File: src/rtl/pipeline_hazard_ctrl_pkg.sv
// Shared definitions for the pipeline sequencer: FSM state encoding and
// register address width.
package pipeline_pkg;

    localparam int NB_ADDR = 5;

    typedef enum logic [1:0] {
        RUN    = 2'b00,
        DRAIN  = 2'b01,
        HALTED = 2'b10
    } state_t;

endpackage

File: src/rtl/pipeline_hazard_ctrl_load_use_detect.sv
// Load-use hazard compare: a load in EX whose destination is read by the
// instruction in ID, excluding x0 which is never a real dependency.
module load_use_detect
    import pipeline_pkg::*;
#(
    parameter int P_NB_ADDR = NB_ADDR
) (
    input  logic [P_NB_ADDR-1:0] i_rs_id,
    input  logic [P_NB_ADDR-1:0] i_rt_id,
    input  logic [P_NB_ADDR-1:0] i_rt_ex,
    input  logic                 i_mem_rd_ex,
    output logic                 o_lu
);

    logic w_dst_nonzero;
    logic w_match;

    assign w_dst_nonzero = |i_rt_ex;
    assign w_match       = (i_rt_ex == i_rs_id) || (i_rt_ex == i_rt_id);
    assign o_lu          = i_mem_rd_ex && w_dst_nonzero && w_match;

endmodule

File: src/rtl/pipeline_hazard_ctrl.sv
// Pipeline sequencer: load-use stall, branch flush, HALT drain and debug
// single-step gating for the 5-stage core.
module pipeline_hazard_ctrl
    import pipeline_pkg::*;
#(
    parameter int P_NB_ADDR      = NB_ADDR,
    parameter int DRAIN_CYCLES   = 4,
    parameter int NB_CNT         = 3,
    parameter int NB_STALL       = 16
) (
    input  logic                 i_clk,
    input  logic                 i_rst,
    input  logic [P_NB_ADDR-1:0] i_rs_IFID,
    input  logic [P_NB_ADDR-1:0] i_rt_IFID,
    input  logic [P_NB_ADDR-1:0] i_rt_IDEX,
    input  logic                 i_mem_rd_IDEX,
    input  logic                 i_branch_taken,
    input  logic                 i_halt_IFID,
    input  logic                 i_step_en,
    input  logic                 i_step,
    output logic                 o_pc_wr,
    output logic                 o_ifid_wr,
    output logic                 o_ifid_flush,
    output logic                 o_idex_bubble,
    output logic                 o_pipe_en,
    output logic                 o_halted,
    output logic [1:0]           o_state,
    output logic [NB_STALL-1:0]  o_stall_cnt
);

    state_t              r_state;
    logic [NB_CNT-1:0]   r_cnt;
    logic [NB_STALL-1:0] r_stall_cnt;
    logic                r_halted;
    logic                w_lu;
    logic                w_adv;

    load_use_detect #(
        .P_NB_ADDR (P_NB_ADDR)
    ) u_load_use_detect (
        .i_rs_id     (i_rs_IFID),
        .i_rt_id     (i_rt_IFID),
        .i_rt_ex     (i_rt_IDEX),
        .i_mem_rd_ex (i_mem_rd_IDEX),
        .o_lu        (w_lu)
    );

    // Outside step mode every cycle advances; in step mode only pulsed ones.
    assign w_adv = !i_step_en || i_step;

    always_ff @(posedge i_clk or posedge i_rst) begin
        if (i_rst) begin
            r_state     <= RUN;
            r_cnt       <= '0;
            r_stall_cnt <= '0;
            r_halted    <= 1'b0;
        end else if (w_adv) begin
            case (r_state)
                RUN: begin
                    if (w_lu) begin
                        if (r_stall_cnt != {NB_STALL{1'b1}})
                            r_stall_cnt <= r_stall_cnt + 1'b1;
                    end else if (i_halt_IFID) begin
                        r_state <= DRAIN;
                        r_cnt   <= NB_CNT'(DRAIN_CYCLES - 1);
                    end
                end
                DRAIN: begin
                    if (r_cnt == '0) begin
                        r_state  <= HALTED;
                        r_halted <= 1'b1;
                    end else begin
                        r_cnt <= r_cnt - 1'b1;
                    end
                end
                HALTED: ;
                default: r_state <= RUN;
            endcase
        end
    end

    always_comb begin
        o_pc_wr       = 1'b0;
        o_ifid_wr     = 1'b0;
        o_ifid_flush  = 1'b0;
        o_idex_bubble = 1'b0;
        o_pipe_en     = 1'b0;
        if (!i_rst && w_adv && r_state != HALTED) begin
            o_pipe_en = 1'b1;
            if (r_state == DRAIN) begin
                o_idex_bubble = 1'b1;
            end else if (w_lu) begin
                o_idex_bubble = 1'b1;
            end else if (i_halt_IFID) begin
                // HALT itself is flushed so it enters ID/EX as a NOP.
                o_ifid_wr    = 1'b1;
                o_ifid_flush = 1'b1;
            end else begin
                o_pc_wr      = 1'b1;
                o_ifid_wr    = 1'b1;
                o_ifid_flush = i_branch_taken;
            end
        end
    end

    assign o_state     = r_state;
    assign o_halted    = r_halted;
    assign o_stall_cnt = r_stall_cnt;

endmodule

File: config.mk
export PLATFORM = sky130hd
export DESIGN_NAME = pipeline_hazard_ctrl
export DESIGN_NICKNAME = d
export VERILOG_FILES = /design/src/rtl/pipeline_hazard_ctrl_pkg.sv /design/src/rtl/pipeline_hazard_ctrl_load_use_detect.sv /design/src/rtl/pipeline_hazard_ctrl.sv
export SDC_FILE = /design/constraint.sdc
export NUM_CORES = 1
export LEC_CHECK = 0
export ABC_AREA = 1
export CAP_MARGIN = 40
export CORE_MARGIN = 2
export CORE_UTILIZATION = 49
export CTS_BUF_LIST = sky130_fd_sc_hd__clkbuf_4 sky130_fd_sc_hd__clkbuf_8 sky130_fd_sc_hd__clkbuf_16
export DETAILED_ROUTE_END_ITERATION = 7
export PLACE_DENSITY = 0.8
export SKIP_LAST_GASP = 1
export SLEW_MARGIN = 20
export SYNTH_ARGS = -nofsm -noshare
export SYNTH_HDL_FRONTEND = slang
export SYNTH_HIERARCHICAL = 1
export SYNTH_SLANG_ARGS = --single-unit
File: constraint.sdc
create_clock -name i_clk -period 4.2 [get_ports i_clk]
set_input_delay 0.42 -clock i_clk [delete_from_list [all_inputs] [get_ports i_clk]]
set_output_delay 0.42 -clock i_clk [all_outputs]
set_load 0.05 [all_outputs]
After elaboration in Yosys (flattened, before gate mapping)
Index checks and enable logic that the tools add are counted.
W data, S select, Z words.
{"block": "op_classes", "n_reduce_logical": 16, "bitwise_logic": 1, "add_sub_neg": 2, "n_eq_ne": 10, "muxes": 23}
{"cell": "$add A16 B1 Y16 const B", "count": 1}
{"cell": "$ne A16 B16 Y1 const B", "count": 1}
{"cell": "$mux W1", "count": 15}
{"cell": "$eq A5 B5 Y1", "count": 2}
{"cell": "$ne A2 B2 Y1 const B", "count": 5}
{"cell": "$reduce_and A5 Y1", "count": 2}
{"cell": "$mux W3", "count": 3}
{"cell": "$mux W2", "count": 3}
{"cell": "$pmux W2 S3", "count": 1}
{"cell": "$pmux W3 S2", "count": 1}
{"cell": "$reduce_or A5 Y1", "count": 1}
{"cell": "$logic_and A1 B1 Y1", "count": 4}
{"cell": "$reduce_and A4 Y1", "count": 1}
{"cell": "$logic_not A3 Y1", "count": 1}
{"cell": "$reduce_and A3 Y1", "count": 1}
{"cell": "$sub A3 B1 Y3 const B", "count": 1}
{"cell": "$eq A2 B1 Y1 const B", "count": 1}
{"cell": "$eq A2 B2 Y1 const B", "count": 1}
{"cell": "$logic_not A1 Y1", "count": 2}
{"cell": "$logic_not A2 Y1", "count": 1}
{"cell": "$logic_or A1 B1 Y1", "count": 2}
{"cell": "$reduce_bool A2 Y1", "count": 1}
{"cell": "$not A1 Y1", "count": 1}
{"block": "totals", "input_bits": 22, "wordCells": 56, "reg_bits": 22}

Depth between registers and ports, before layout
{"block": "logic_depth", "word_depth": 6, "ltp_mapped": 13, "ltp_nobuf": 13}

By module
Netlist, hierarchy kept.
{"mod": "pipeline_hazard_ctrl", "cells_each": 204, "instances": 1, "area_each_um2": 1427.6}
{"mod": "load_use_detect", "cells_each": 45, "instances": 1, "area_each_um2": 195.2}

Least setup slack after synthesis
No wires, ideal clock.
{"block": "synth_path", "path_kind": "input to output", "start": "input i_rst", "end": "output o_ifid_flush", "setup_slack_ns": 1.479, "t_arrival_ns": 2.301, "stages": 5, "required_time_ns": 3.780, "n_path_buf": 0, "path_cell_list": "inv_1 nand3_1 inv_1 nand3_1 nor2_1"}
{"block": "synth_between", "elab_chain_len": 4}
{"item": "start: declaration", "line": "pipeline_hazard_ctrl.sv:12", "text": "input logic i_rst,"}
{"item": "$logic_not A1 Y1", "line": "pipeline_hazard_ctrl.sv:88", "text": "if (!i_rst && w_adv && r_state != HALTED) begin"}
{"item": "$logic_and A1 B1 Y1 (2 in series)", "line": "pipeline_hazard_ctrl.sv:88"}
{"item": "$mux W1", "line": "pipeline_hazard_ctrl.sv:88"}
{"item": "end: declaration", "line": "pipeline_hazard_ctrl.sv:23", "text": "output logic o_ifid_flush,"}
No other way between the ends.

Worst setup path in the final report
{"block": "layout_path", "start": "input i_rt_IDEX[2]", "end": "output o_idex_bubble"}
{"block": "layout_between", "elab_chain_len": 6, "word_cells_on_any_way": 9, "cone_classes": "eq/ne: 2; mux: 3; reduce/logical: 4"}
{"item": "start: declaration", "line": "pipeline_hazard_ctrl.sv:15", "text": "input logic [P_NB_ADDR-1:0] i_rt_IDEX,"}
{"item": "$eq A5 B5 Y1 / $reduce_or A5 Y1 (equally long branches)", "line": "pipeline_hazard_ctrl_load_use_detect.sv:19, pipeline_hazard_ctrl_load_use_detect.sv:18"}
{"item": "$logic_or A1 B1 Y1 / $logic_and A1 B1 Y1 (equally long branches)", "line": "pipeline_hazard_ctrl_load_use_detect.sv:19, pipeline_hazard_ctrl_load_use_detect.sv:20"}
{"item": "$logic_and A1 B1 Y1 *", "line": "pipeline_hazard_ctrl_load_use_detect.sv:20", "text": "assign o_lu = i_mem_rd_ex && w_dst_nonzero && w_match;"}
{"item": "via w_lu", "line": "pipeline_hazard_ctrl.sv:35", "text": "logic w_lu;"}
{"item": "$mux W1 *", "line": "pipeline_hazard_ctrl.sv:92", "text": "end else if (w_lu) begin"}
{"item": "$mux W1 *", "line": "pipeline_hazard_ctrl.sv:90", "text": "if (r_state == DRAIN) begin"}
{"item": "$mux W1 *", "line": "pipeline_hazard_ctrl.sv:88"}
{"item": "end: declaration", "line": "pipeline_hazard_ctrl.sv:24", "text": "output logic o_idex_bubble,"}
The timed path passes the listed nets; every way through them passes the cells marked *.

==> results.ini <==
[global_routing]
grt_antenna_before_repair = 0
grt_first_pass_wirelength_mm = 6.21
grt_pass1_vias = 1469
largest_net_degree_at_the_start_of_global_routing = 24
globalRouteTotalUtil_pct = 21.7
grt_overflow = 0

[yosys]
synth.top_cell.area_share_pct = 33.9
synth_compound_gate_area_share_pct = 3.39
synth-seq-cells = 22
netlist.top_cell.by_area = sky130_fd_sc_hd__dfrtp_1
main_combinational_cell_family_by_area_after_synthesis = simple AND/OR/NAND/NOR gates
portion_of_netlist_area_occupied_by_mux_cells_pct = 0
synth_top_cells_by_area = sky130_fd_sc_hd__dfrtp_1, sky130_fd_sc_hd__nand2_1, sky130_fd_sc_hd__nand3_1
post_synth_and_or_nand_nor_area_fraction_pct = 44.4
synth_cells = 249
post_synth_num_cell_types = 22
yosysWarnings = 6
postSynthAreaPerCell_um2 = 6.52
synth-seq-area-share_pct = 33.9
syn-num-nets = 274
synth-xor-area-share_pct = 4.86
cell_area_after_technology_mapping_um2 = 1620
synth_fa_ha_area_share_pct = 2.31

[clocking]
worst_skew_pair.late_latency_ps = 320
clock-sinks = 22
cts_made_buffers = 3
root_buffer = sky130_fd_sc_hd__clkbuf_4
cts-htree-levels = 1
cts_max_path_buffers = 2
cts_tree = built
clk_transition_reported_paths_ps = 140
cts_resized = 0
cts.repair_timing.setup_buffer_count = 0
hold_bufs_inserted_after_cts = 0

[detailed_routing]
drtPass1Iterations = 4
post_drt_wl_per_cell_um = 10.7
postRouteWirelength_mm = 3.64
vias_per_cell = 4.81
drt_drc_violations_left = 0
antenna_left = 0
num_vias = 1631
first_iter_violations = 139

[worst_setup_path]
rrSetupSlack_ps = 2220
crit_path_cell_chain = clkdlybuf4s50_1 > inv_2 > nand2_1 > nand2_1 > nor2_1 > nand3_1 > a21oi_2 > inv_1 > a21oi_1 > clkdlybuf4s50_1
rr_worst_depth = 9
critPathSlowestCell = sky130_fd_sc_hd__clkdlybuf4s50_1
crit_arrival_ps = 2470
critical_path.startpoint_type = input pin
worst-endpoint-required_ps = 3780
max_stage_delay_ps = 810
critical_path.n_buffers_inverters = 4
end_kind = output pin
r2r-end = o_stall_cnt[7]
worstSetupPathDepth = 10
critical_path.max_fanout = 3
critical_path.startpoint = i_rt_IDEX[2]
critPathTopFamily = buffers and inverters
timing_worst_setup_path_type = input pin to output pin
crit-reg2reg-launch = o_stall_cnt[0]
setup.worst_path.end = o_idex_bubble

[timing]
drv_slew = 0
tightestPinTransition_ps = 775
totalNegativeSetupSlack_ps = 0
fin_ws_ps = 1310
worst_clock_skew_ps = 16.4
fmax_mhz = 346
slew-limit-headroom_pct = 48.3
post-route-min-period_ps = 2890
report.final.setup_viol = 0
period_utilization_pct = 68.8
hold_viol_final = 0
rsz0062_at_grt = no

[pwr]
p_seq_share_pct = 33.8
power.share.switching_pct = 42.7
total_leakage_power_nw = 1.06
power_density_relative_to_cell_area_nw_per_um2 = 375
switching_power_w = 0.000344
comb_power_share_pct = 45.6
clock_power_share_pct = 20.6
power.ir.vdd_worst_v = 0.000368
p_int_w = 0.000462

[cells_and_area]
layout.nets = 321
final_cell_mix = sky130_fd_sc_hd__nand2_1, sky130_fd_sc_hd__clkdlybuf4s50_1, sky130_fd_sc_hd__inv_1, sky130_fd_sc_hd__nand3_1, sky130_fd_sc_hd__nor2_1
drive_above_1_share_pct = 7.46
mostFrequentLayoutCell = sky130_fd_sc_hd__nand2_1
filler_cell_count = 274
areaGrowthSynthToFinish_pct = 32.5
insertedDiodeCount = 0

[floorplan]
fp.dieH_um = 61.6
floorplan.core_area_um2 = 3100
fp.dieW_um = 61.6
die_area_um2 = 3790
io_pins = 46
placement_rows = 20
start_util_pct = 52.3

[placement]
dp_hpwl_mm = 2.84
routabilityCongestion = 0.844
buffers_on_ports = 45
dpl_worst_slack_ps = 1300

[worst_hold_path]
holdCritPathClass = input pin to async pin

[flow_run]
max_cap_viol_count = 0

[outcome]
status = finished clean

metal layers:
layer	GRT usage, %	vias up	share of wire (%)	wire, µm
met5	0	-	0	0
met1	27.6	732	46	1670
li1	-	855	-	-
met3	4.41	2	5.4	195
met4	5.47	0	0.38	14
met2	37.4	42	48	1770
sequential cells by signal, summed over array words and instances (netlist names):
| register | cells |
|---|---|
| o_halted | 1 |
| r_cnt | 3 |
| o_stall_cnt | 16 |
| o_state | 2 |
kinds of logic (layout without fill, tap and decap cells):
logic type      after synthesis  after routing
xor+xnor                      9              9
fa+ha+maj                     3              3
simple gates                164            164
flops                        22             22
compound gates                9              9
buf+inv                      42             88
Yosys cell counts (all sizes together):
cell type,count
a21oi,3
buf,4
dfrtp,22
ha,3
inv,38
nand2,96
nand3,31
nand3b,1
nand4,5
nor2,31
o21ai,5
o21bai,1
xnor2,4
xor2,5
worst reg2reg max path: cells and delay by family, from the launching register on:
kind                       cells  cell delay, ps
and+or+nand+nor                8            1150
DFF                            1             470
adders and majority gates      1             280
stage by stage:
step           total power [W]  cells  hold slack (ps)  area, µm²  util (%)
2_1_floorplan         0.000553    249              418       1620         -
4_1_cts               0.000812    339              437       2150      69.3
5_1_grt               0.000864    339              448       2150      69.3
3_3_place_gp          0.000640    335              451       2100      67.6
6_report              0.000806    339              421       2150      69.3
3_5_place_dp          0.000647    335              462       2100      67.6
cell type report:
cell class	count	area, µm²	area share [%]
Multi-Input combinational cell	185	892	41.5
Sequential cell	22	551	25.6
Timing Repair Buffer	46	458	21.3
Inverter	38	143	6.63
Tap cell	44	55.1	2.56
Clock inverter	1	30.0	1.40
Clock buffer	3	22.5	1.05
power groups by stage:
stage | clock network (W) | registers, W | logic, W
after floorplan | 0 | 0.000331 | 0.000223
after global placement | 0 | 0.000276 | 0.000364
after detailed placement | 0 | 0.000276 | 0.000371
after CTS | 0.000168 | 0.000272 | 0.000371
after global routing | 0.000178 | 0.000278 | 0.000409
final | 0.000166 | 0.000272 | 0.000368
worst min-delay path by stage:
stage,from,endpoint,slack [ps],cells after the start
6_report,i_rst,o_state[1],420,3
5_1_grt,i_rst,o_state[1],450,3
4_1_cts,i_rst,o_state[1],440,3
3_5_place_dp,o_halted,o_halted,460,2
3_3_place_gp,o_halted,o_halted,450,2
2_1_floorplan,i_rst,o_halted,420,1
Note: power is estimated with default switching activity, not from simulation.
